===== config.mk =====
export PLATFORM = sky130hd
export DESIGN_NAME = hazard_stall_ctrl
export DESIGN_NICKNAME = d
export VERILOG_FILES = /design/src/rtl/hazard_stall_ctrl.sv
export SDC_FILE = /design/constraint.sdc
export NUM_CORES = 1
export LEC_CHECK = 0
export ABC_AREA = 1
export BUFFER_PORTS_ARGS = -buffer_cell sky130_fd_sc_hd__buf_2
export CORE_MARGIN = 4
export CORE_UTILIZATION = 42
export CTS_CLUSTER_SIZE = 12
export DETAILED_ROUTE_END_ITERATION = 16
export MAX_ROUTING_LAYER = met4
export PLACE_DENSITY = 0.68
export SLEW_MARGIN = 25
export SYNTH_ARGS = -nofsm -noshare
export SYNTH_HDL_FRONTEND = slang
export SYNTH_SLANG_ARGS = --single-unit

===== constraint.sdc =====
create_clock -name clk -period 3.7 [get_ports clk]
set_input_delay 0 -clock clk [delete_from_list [all_inputs] [get_ports clk]]
set_output_delay 0 -clock clk [all_outputs]
set_load 0.02 [all_outputs]

===== src/rtl/hazard_stall_ctrl.sv =====
// hazard_stall_ctrl
//   Decode-stage hazard and stall controller for the 5-stage int+float pipeline.
//   It detects load-use RAW hazards between the load in EX and the instruction
//   in ID. It also keeps a multi-cycle FP op (mul/div) in EX for FP_LAT cycles.
//   From these it drives the stall and bubble selects of the pipeline registers.
//
// Parameters
//   FP_LAT  cycles a multi-cycle FP op occupies EX (2..15)
//   WB_MEM  write-back source code that marks a load (data memory)
//   CNT_W   width of the saturating stall-cycle counter
//
// Ports
//   clk, rst_n                      clock; synchronous active-low reset
//   id_rs, id_rt, id_use_rs/rt      decode source registers and their use flags
//   id_float                        decode sources are in the float regfile
//   id_flush                        squash the decode instruction
//   ex_rwrite, ex_float, ex_wbsrc,  EX destination write, regfile and wb source,
//   ex_dst_reg, ex_fp_multi         EX destination register, EX multi-cycle FP op
//   ext_stall                       memory-wait freeze from the MEM stage
//   stall_front                     hold PC and IF/ID
//   stall_idex                      hold ID/EX
//   bubble_idex, bubble_exmem       load zero control into ID/EX, EX/MEM
//   fp_busy                         FP sequencer is in BUSY
//   fp_done                         FP op leaves EX at this edge
//   stall_cycles                    saturating count of stall_front cycles
module hazard_stall_ctrl #(
  parameter int FP_LAT = 4,
  parameter int WB_MEM = 3,
  parameter int CNT_W  = 16
) (
  input  logic             clk,
  input  logic             rst_n,
  input  logic [4:0]       id_rs,
  input  logic [4:0]       id_rt,
  input  logic             id_use_rs,
  input  logic             id_use_rt,
  input  logic             id_float,
  input  logic             id_flush,
  input  logic             ex_rwrite,
  input  logic             ex_float,
  input  logic [2:0]       ex_wbsrc,
  input  logic [4:0]       ex_dst_reg,
  input  logic             ex_fp_multi,
  input  logic             ext_stall,
  output logic             stall_front,
  output logic             stall_idex,
  output logic             bubble_idex,
  output logic             bubble_exmem,
  output logic             fp_busy,
  output logic             fp_done,
  output logic [CNT_W-1:0] stall_cycles
);

  typedef enum logic {IDLE, BUSY} fpState_t;

  // The first EX cycle is spent in IDLE, and the done cycle is the cnt==0 cycle.
  // So the counter starts two below the latency.
  localparam logic [3:0] CNT_INIT = 4'(FP_LAT - 2);
  localparam logic [2:0] WB_LOAD  = 3'(WB_MEM);

  fpState_t   state;
  fpState_t   stateNext;
  logic [3:0] cnt;
  logic [3:0] cntNext;
  logic       fpStall;
  logic       fpDoneRaw;
  logic       loadUse;
  logic       rsHit;
  logic       rtHit;

  function automatic logic [CNT_W-1:0] satInc(input logic [CNT_W-1:0] v);
    return (v == {CNT_W{1'b1}}) ? v : v + CNT_W'(1);
  endfunction

  // FP occupancy sequencer: next state and FP stall/done
  always_comb begin
    stateNext = state;
    cntNext   = cnt;
    fpStall   = 1'b0;
    fpDoneRaw = 1'b0;
    case (state)
      IDLE: begin
        if (ex_fp_multi) begin
          fpStall   = 1'b1;
          stateNext = BUSY;
          cntNext   = CNT_INIT;
        end
      end
      BUSY: begin
        if (cnt != 4'd0) begin
          fpStall = 1'b1;
          cntNext = cnt - 4'd1;
        end else if (!ext_stall) begin
          // A memory freeze at the final cycle keeps the op in EX until release.
          fpDoneRaw = 1'b1;
          stateNext = IDLE;
        end
      end
      default: stateNext = IDLE;
    endcase
  end

  always_ff @(posedge clk) begin
    if (!rst_n) begin
      state <= IDLE;
      cnt   <= 4'd0;
    end else begin
      state <= stateNext;
      cnt   <= cntNext;
    end
  end

  // Load-use RAW hazard. Integer $0 is hard-wired, so it never hazards.
  // Float f0 is a real register and can hazard.
  always_comb begin
    rsHit   = id_use_rs && (id_rs == ex_dst_reg);
    rtHit   = id_use_rt && (id_rt == ex_dst_reg);
    loadUse = ex_rwrite && (ex_wbsrc == WB_LOAD) && (ex_float == id_float) &&
              (rsHit || rtHit) && (ex_float || (ex_dst_reg != 5'd0));
  end

  // Output priority: memory freeze, FP occupancy, load-use, flush.
  // While reset is held, every output is forced low.
  always_comb begin
    stall_front  = 1'b0;
    stall_idex   = 1'b0;
    bubble_idex  = 1'b0;
    bubble_exmem = 1'b0;
    fp_busy      = 1'b0;
    fp_done      = 1'b0;
    if (rst_n) begin
      fp_busy = (state == BUSY);
      fp_done = fpDoneRaw;
      if (ext_stall) begin
        stall_front = 1'b1;
        stall_idex  = 1'b1;
      end else if (fpStall) begin
        stall_front  = 1'b1;
        stall_idex   = 1'b1;
        bubble_exmem = 1'b1;
      end else if (loadUse) begin
        // One bubble is enough: next cycle the load is in MEM and forwards.
        stall_front = 1'b1;
        bubble_idex = 1'b1;
      end else if (id_flush) begin
        bubble_idex = 1'b1;
      end
    end
  end

  always_ff @(posedge clk) begin
    if (!rst_n) begin
      stall_cycles <= '0;
    end else if (stall_front) begin
      stall_cycles <= satInc(stall_cycles);
    end
  end

endmodule


==> results.md, run 1 <==
- CP Class: flip-flop to output pin
- Endpoints failing hold: 0
- Largest net degree at the start of global routing: 22
- Mux share of post-synthesis cell area: 0%
- Status: complete, no violations
- RSZ-0062 raised after global routing: false
- Worst-Margin Slew: 0.788 ns
- Clk slew on worst S/H paths: 0.11 ns
- Root buffer cell: clkbuf_4
- IO Port Bufs: 49
- Yosys reg bits: 21
- Tmin final: 1.95 ns
- Initial drt markers: 62
- Die area: 0.00468 mm^2
- Worst vdd ir: 0.161 mV
- Total track usage: 15.9%
- Simple-Gate Fraction of Synth Area: 41.9%
- Setup tns final: 0 ns
- Cell Pwr Density: 257 mW/mm^2
- Most common cell after layout, fill and taps aside: nand2_1
- Share of the yosys chip area belonging to registers: 27.5%
- Fillers: 360
- Relative slew slack: 47.4%
- Yosys top cell by area: dfxtp_1
- Area of the multi-input gates: 955 um^2
- Num CTS Buffers: 3
- Core Rows: 21
- Min-Delay Path Class: input pin to flip-flop
- Most frequent cells in the layout: nand2_1, buf_2, nand3_1, dfxtp_1, inv_1
- Post-route insts no fill: 328
- Vias in the first global route: 1393
- LEAKAGE: 0.950 nW
- Synth warn: 0
- Slew Viols, Final: 0
- Pre-Repair DR Iteration Count: 4
- Vias per Instance: 4.64
- Worst Setup Start Kind: flip-flop
- Yosys top cell area share: 27.5%
- Critical path arrival: 1.95 ns
- DP Worst Slack: 1.80 ns
- # diodes: 0
- Die width: 68.4 um
- Area contributors post-synth: dfxtp_1, nand2_1, nand3_1
- Post-Syn Instances: 232
- Complex-gate fraction of the synthesized area: 9.40%
- Fin Clk Skew: 0.0131 ns
- Fmax: 512 MHz
- Synth Area in Adders: 2.45%
- Initial antenna violation count: 0
- Gpl congestion: 0.818
- Library cells used by synthesis: 28
- Clk buf depth: 2
- Post-route clock period utilization: 52.7%
- DR vias: 1522
- Core box area: 0.00342 mm^2
- DRT antenna net count: 0
- Pwr Total: 0.472 mW
- Syn Nets: 263
- Max Cap Viol: 0
- Post-Synth XOR/XNOR Area: 8.58%
- Post-CTS sizing: 0
- Register area: 420 um^2
- DIE HEIGHT: 68.4 um
- Largest family of logic cells by synthesized area: simple AND/OR/NAND/NOR gates
- Crit-path max FO: 18
- IO Pins: 50
- # nets final: 314
- Inst Count DP: 322
- Clk sinks: 21
- Syn_area_per_cell: 6.60 um^2
- CP Capture Type: output pin
- DR WL/cell: 10.2 um
- Worst setup margin: 1.75 ns
- Area Overhead vs Synth: 20.0%
- Grt total ovfl: 0
- Starting Density: 44.8%
- Post-Syn Area: 0.00153 mm^2
- DRT Wirelength: 3.34 mm
- Final Setup Violations: 0
- Clk Latency, worst-skew pair: 0.31 ns
- WP data required: 3.70 ns
- Share of cells above drive strength 1: 29.4%
- CTS tree: built
- HPWL after DPL: 2.67 mm
- H-Tree Depth: 1
- First-pass GRT wire length: 5.76 mm
- DRC: 0
## synth_stat cells
library cell,number
a211oi_1,1
a21oi_1,10
a21oi_2,8
a31oi_1,1
buf_12,1
buf_2,1
buf_4,2
clkbuf_1,1
dfxtp_1,21
ha_1,3
inv_1,20
inv_2,10
nand2_1,70
nand2_2,2
nand2_4,3
nand3_1,27
nand3_2,1
nand3_4,1
nand4_1,2
nor2_1,19
nor2_2,2
nor2_4,2
nor2_8,1
nor3_1,5
o21ai_0,2
or2_0,1
xnor2_1,8
xor2_1,7
## flip-flops by register name, indices dropped and copies added (netlist names)
register and count:
stall_cycles 16, cnt 4, state 1
## where the power goes
group	internal (mW)	switching [mW]	total (mW)
Combinational	0.0448	0.0750	0.120
Clock	0.0403	0.0703	0.111
Sequential	0.235	0.00627	0.241
## cell families (layout without fill, tap and decap cells)
group                      Yosys count  count (layout)
and+or+nand+nor                    136             136
buffers and inverters               35              85
AOI/OAI and AO/OA                   22              22
DFF                                 21              21
xor gates and xnor gates            15              15
adders and majority gates            3               3
## final timing paths
path | depth (start not counted) | end | from | slack, ns
setup / recovery | 10 | stall_front | cnt[0] | 1.75
hold reg to reg | 1 | cnt[2] | cnt[2] | 0.46
setup reg to reg | 12 | stall_cycles[11] | cnt[0] | 1.78
hold / removal | 4 | cnt[2] | ex_fp_multi | 0.02
## repair_timing
action,CTS,global route
setup buffers,0,0
endpoints found under the hold margin,3,0
hold buffers,2,0
## critical path, cell delays in order, from the launching register on
cell and delay (ns):
dfxtp_1 0.31, inv_1 0.12, ha_1 0.18, nand3_2 0.10, nand2_2 0.10, inv_2 0.07
nor2_4 0.11, nand2_1 0.08, nand2_1 0.09, nand2_2 0.23, buf_2 0.25
## metal layers
metal | track usage (%) | vias to the layer above | part of all wire [%]
met1 | 20.2 | 651 | 50
met3 | 2.96 | 4 | 5.1
met5 | - | - | 0
met2 | 26.0 | 27 | 45
met4 | 3.72 | 0 | 0.66
li1 | - | 840 | -
## area by class of cell
type | count | area share [%]
clock buffers | 3 | 1.23
clock inverters | 1 | 0.272
inverters | 30 | 6.13
multi-input cells | 176 | 51.9
flip-flops and latches | 21 | 22.9
well taps | 46 | 3.13
repair buffers | 51 | 14.4
## per-stage QoR
| step | util [%] | cell area [um^2] | hold WS (ns) |
|---|---|---|---|
| CTS | 53.8 | 1840 | 0.0153 |
| finish | 53.8 | 1840 | 0.0195 |
| detailed placement | 52.4 | 1790 | 0.318 |
| global placement | 52.4 | 1790 | 0.305 |
| floorplan | - | 1530 | 0.0887 |
| global route | 53.8 | 1840 | 0.0402 |
Power figures use the tool's default switching activity.
==> inputs of run 2 (changes only) <==
==> constraint.sdc (replaced) <==
create_clock -name clk -period 1.8 [get_ports clk]
set_input_delay 0 -clock clk [delete_from_list [all_inputs] [get_ports clk]]
set_output_delay 0 -clock clk [all_outputs]
set_load 0.02 [all_outputs]
==> results.md, run 2 (synthesis results as in run 1) <==
- Initial drt markers: 74
- Most used cell, CP: nand2_2
- Regs by FF count: stall_cycles (16), cnt (4), state (1)
- LEAKAGE: 1.09 nW
- Fillers: 334
- DR WL/cell: 10.6 um
- IO Port Bufs: 49
- Critical path arrival: 1.70 ns
- Clk Latency, worst-skew pair: 0.30 ns
- Most common cell after layout, fill and taps aside: nand2_1
- Tmin final: 1.70 ns
- Inst Count DP: 338
- CP Class: flip-flop to output pin
- Pre-Repair DR Iteration Count: 4
- Hold path depth: 4
- Max FFs per register: 16
- WP data required: 1.80 ns
- Critical R2R Capture: stall_cycles[11]
- DRC: 0
- Die width: 68.4 um
- Share of cells above drive strength 1: 37.1%
- DR vias: 1639
- Core box area: 0.00342 mm^2
- DIE HEIGHT: 68.4 um
- Buf+Inv Stages, Crit Path: 4
- # diodes: 0
- Post-route insts no fill: 356
- Total track usage: 16.6%
- Worst Setup Start Kind: flip-flop
- Clk buf depth: 2
- Num CTS Buffers: 3
- Area of the multi-input gates: 987 um^2
- R2R setup slack: 0.10 ns
- Vias per Instance: 4.60
- HPWL after DPL: 2.79 mm
- Gpl congestion: 0.850
- Grt total ovfl: 0
- FF-to-FF Start: stall_cycles[0]
- Most frequent cells in the layout: nand2_1, buf_2, nand3_1, buf_4, dfxtp_1
- Cell Pwr Density: 499 mW/mm^2
- Max Cap Viol: 0
- First-pass GRT wire length: 5.85 mm
- DRT antenna net count: 0
- CP delay by family, top: simple AND/OR/NAND/NOR gates
- Endpoints failing hold: 0
- Fin Clk Skew: 0.0119 ns
- Worst vdd ir: 0.514 mV
- Root buffer cell: clkbuf_4
- Critical path, cell by cell: inv_2, ha_2, nand3_2, nand2_2, inv_2, nor2_4, nand2_2, nand2_2, nand2_4, buf_8, buf_4
- Register area: 422 um^2
- Clk slew on worst S/H paths: 0.11 ns
- Post-route clock period utilization: 94.4%
- Slowest cell on crit path: dfxtp_2
- Crit-path max FO: 7
- Initial antenna violation count: 0
- Starting Density: 44.8%
- Fmax: 588 MHz
- Vias in the first global route: 1396
- Worst hold path startpoint: ex_fp_multi
- Slew Viols, Final: 0
- CP Capture Type: output pin
- WHS Endpoint: cnt[2]
- H-Tree Depth: 1
- Die area: 0.00468 mm^2
- Relative slew slack: 84.6%
- R2R depth: 9
- CTS tree: built
- Min-Delay Path Class: input pin to flip-flop
- # nets final: 342
- Largest net degree at the start of global routing: 17
- Status: complete, no violations
- DRT Wirelength: 3.78 mm
- Hold slack: 0.0258 ns
- Worst-Margin Slew: 0.230 ns
- Core Rows: 21
- Clk sinks: 21
- Area Overhead vs Synth: 35.9%
- Final Setup Violations: 0
- IO Pins: 50
- Worst stage delay on the critical path: 0.34 ns
- Biggest register: stall_cycles
-- run 2: area by class of cell --
| type | count | share of cell area, % |
|---|---|---|
| Multi-Input combinational cell | 177 | 47.4 |
| Timing Repair Buffer | 78 | 22.9 |
| Sequential cell | 21 | 20.3 |
| Inverter | 30 | 5.41 |
| Tap cell | 46 | 2.77 |
| Clock buffer | 4 | 1.26 |
-- run 2: through the flow --
| step | setup WS [ns] | setup TNS (ns) | power [mW] | instance area [um^2] | util (%) |
|---|---|---|---|---|---|
| floorplan | 0.0284 | 0 | 0.683 | 1530 | - |
| global placement | 0.132 | 0 | 0.769 | 1910 | 55.9 |
| detailed placement | 0.0790 | 0 | 0.773 | 1910 | 55.9 |
| CTS | 0.0187 | 0 | 1.02 | 1990 | 58.2 |
| global route | -0.0119 | -0.0152 | 1.10 | 2080 | 60.9 |
| finish | 0.100 | 0 | 1.04 | 2080 | 60.9 |
-- run 2: worst max path at each step --
stage                               start                to  slack, ns  cells past startpoint
final                              cnt[1]       stall_front       0.10                     11
after global routing      stall_cycles[0]   stall_cycles[2]      -0.01                      9
after CTS                          cnt[1]       stall_front       0.02                     11
after detailed placement           cnt[1]  stall_cycles[11]       0.08                     12
after global placement             cnt[1]  stall_cycles[12]       0.13                     12
after floorplan           stall_cycles[1]   stall_cycles[8]       0.03                      9
-- run 2: repair_timing --
item | in CTS | in global routing
gates cloned | 0 | 1
resized for setup | 7 | 3
endpoints found under the hold margin | 2 | 0
setup endpoints to repair | 1 | 17
hold buffers | 2 | 0
pin swaps | 2 | 4
buffers inserted | 2 | 9
-- run 2: layer usage --
metal  share of wire, %  GRT usage, %  up-vias
li1                   -             -      888
met1                 48          21.5      716
met2                 45          26.8       33
met3                5.4          2.46        2
met4               0.63          4.47        0
met5                  0             -        -
-- run 2: report_power, final --
group | switching, mW | total [mW] | internal, mW
Combinational | 0.180 | 0.320 | 0.140
Clock | 0.140 | 0.226 | 0.0862
Sequential | 0.0103 | 0.494 | 0.483
Total | 0.329 | 1.04 | 0.710
-- run 2: worst reg2reg max path, cell delays in order, from the launching register on --
cell      delay [ns]
dfxtp_1         0.37
ha_1            0.17
nand2_1         0.14
nor2_8          0.16
nand2_4         0.07
nor2_4          0.12
nand3_4         0.16
clkbuf_2        0.20
nand3_1         0.12
a21oi_2         0.06
==> inputs of run 3 (changes only) <==
--- a/config.mk
+++ b/config.mk
@@ -9,6 +9,7 @@
 export BUFFER_PORTS_ARGS = -buffer_cell sky130_fd_sc_hd__buf_2
 export CORE_MARGIN = 4
 export CORE_UTILIZATION = 42
+export CTS_BUF_LIST = sky130_fd_sc_hd__clkbuf_8
 export CTS_CLUSTER_SIZE = 12
 export DETAILED_ROUTE_END_ITERATION = 16
 export MAX_ROUTING_LAYER = met4
==> constraint.sdc (replaced) <==
create_clock -name clk -period 2 [get_ports clk]
set_input_delay 0 -clock clk [delete_from_list [all_inputs] [get_ports clk]]
set_output_delay 0 -clock clk [all_outputs]
set_load 0.02 [all_outputs]
==> results.md, run 3 (synthesis results as in run 1) <==
- Status: complete, no violations
- H-Tree Depth: 1
- Num CTS Buffers: 3
- Largest net degree at the start of global routing: 17
- Clk buf depth: 2
- Gpl congestion: 0.878
- First-pass GRT wire length: 5.75 mm
- Clk sinks: 21
- DRC: 0
- Starting Density: 44.8%
- Share of cells above drive strength 1: 32.5%
- Endpoints failing hold: 0
- Critical path, cell by cell: inv_1, ha_1, nand3_2, nand2_2, inv_2, nor2_4, nand2_1, nand2_2, nand2_4, buf_4, buf_2
- Final Setup Violations: 0
- IO Port Bufs: 49
- Post-route insts no fill: 335
- CP Class: flip-flop to output pin
- WP data required: 2.00 ns
- CTS tree: built
- Sw frac: 31.1%
- CP Capture Type: output pin
- DR WL/cell: 10.6 um
- Buf+Inv Stages, Crit Path: 4
- Fin Clk Skew: 0.00688 ns
- DR vias: 1580
- Slew Viols, Final: 0
- DIE HEIGHT: 68.4 um
- Worst vdd ir: 0.445 mV
- Max FFs per register: 16
- DP Worst Slack: 0.188 ns
- Worst setup margin: 0.144 ns
- Fmax: 539 MHz
- Biggest register: stall_cycles
- Regs by FF count: stall_cycles (16), cnt (4), state (1)
- Most common cell after layout, fill and taps aside: nand2_1
- Vias in the first global route: 1295
- Cell Pwr Density: 499 mW/mm^2
- RSZ-0062 raised after global routing: false
- Core Rows: 21
- Clock power share: 29.3%
- Most frequent cells in the layout: nand2_1, buf_2, nand3_1, dfxtp_1
- Inst Count DP: 331
- Crit-path max FO: 7
- HPWL after DPL: 2.84 mm
- Core box area: 0.00342 mm^2
- # diodes: 0
- Worst Setup Start Kind: flip-flop
- Tmin final: 1.86 ns
- Worst stage delay on the critical path: 0.31 ns
- Die width: 68.4 um
- Relative slew slack: 83.4%
- Clk slew on worst S/H paths: 0.07 ns
- Number of post-CTS setup repair buffers: 0
- Initial drt markers: 79
- DRT Wirelength: 3.54 mm
- Vias per Instance: 4.72
- Sw Pwr: 0.299 mW
- # nets final: 321
- Slowest cell on crit path: dfxtp_1
- Root buffer cell: clkbuf_8
- P_int: 0.662 mW
- LEAKAGE: 1.00 nW
- Initial antenna violation count: 0
- Area Overhead vs Synth: 25.7%
- Max Cap Viol: 0
- Worst-Margin Slew: 0.249 ns
- Pre-Repair DR Iteration Count: 4
- Sequential Power Share: 46.5%
- Clk Latency, worst-skew pair: 0.26 ns
- IO Pins: 50
- Grt total ovfl: 0
- Post-route clock period utilization: 92.8%
- DRT antenna net count: 0
- Total track usage: 16.2%
- Most used cell, CP: nand2_2
- Fillers: 353
- Setup tns final: 0 ns
- Die area: 0.00468 mm^2
- Gate power share: 24.2%
- Critical path arrival: 1.86 ns
- Min-Delay Path Class: input pin to flip-flop
- CP delay by family, top: simple AND/OR/NAND/NOR gates
==> run 3: final cells by class <==
type                       count  area (um^2)  area share [%]
inverter                      30          113            5.85
clock buffer                   3         41.3            2.15
clock inverter                 1         5.00           0.260
sequential                    21          420            21.8
timing repair buffer          58          325            16.9
tap                           46         57.6            2.99
multi-input combinational    176          962            50.0
==> run 3: stage by stage <==
stage	util [%]	area [um^2]	power (mW)	hold WS, ns
after floorplan	-	1530	0.615	0.0887
after global placement	54.8	1870	0.684	0.299
after detailed placement	54.8	1870	0.686	0.306
after CTS	56.1	1920	0.969	0.0339
after global routing	56.3	1920	1.02	0.0455
final	56.3	1920	0.961	0.0436
==> run 3: worst reg2reg max path, stage by stage, from the launching register on <==
cell and delay [ns]:
dfxtp_1 0.39, ha_1 0.22, nand2_1 0.14, nor2_8 0.15, nand2_4 0.06, nor2_4 0.12, nand3_4 0.14, nand2_4 0.21
nand2_1 0.08, a21oi_1 0.14
==> run 3: per-layer routing <==
metal	global-route usage (%)	share of wire, %	vias to the layer above
met5	-	0	-
met4	3.72	0.82	0
met3	2.63	5.9	5
met2	24.9	45	41
met1	22.2	48	691
li1	-	-	843
==> run 3: final timing paths <==
check             startpoint               end  slack, ns  cells after the start
max                   cnt[1]       stall_front       0.14                     11
min                    rst_n            cnt[2]       0.04                      3
max reg2reg  stall_cycles[1]  stall_cycles[14]       0.28                      9
min reg2reg           cnt[1]            cnt[1]       0.47                      2
==> run 3: timing repair <==
| item | CTS | global route |
|---|---|---|
| setup endpoints to repair | 0 | 4 |
| hold buffers | 0 | 0 |
| resized for setup | 0 | 3 |
==> run 3: power groups by stage <==
stage	combinational (mW)	sequential, mW	clock (mW)
6_report	0.233	0.446	0.282
5_1_grt	0.262	0.448	0.310
4_1_cts	0.232	0.446	0.291
3_5_place_dp	0.230	0.456	0
3_3_place_gp	0.229	0.455	0
2_1_floorplan	0.153	0.462	0
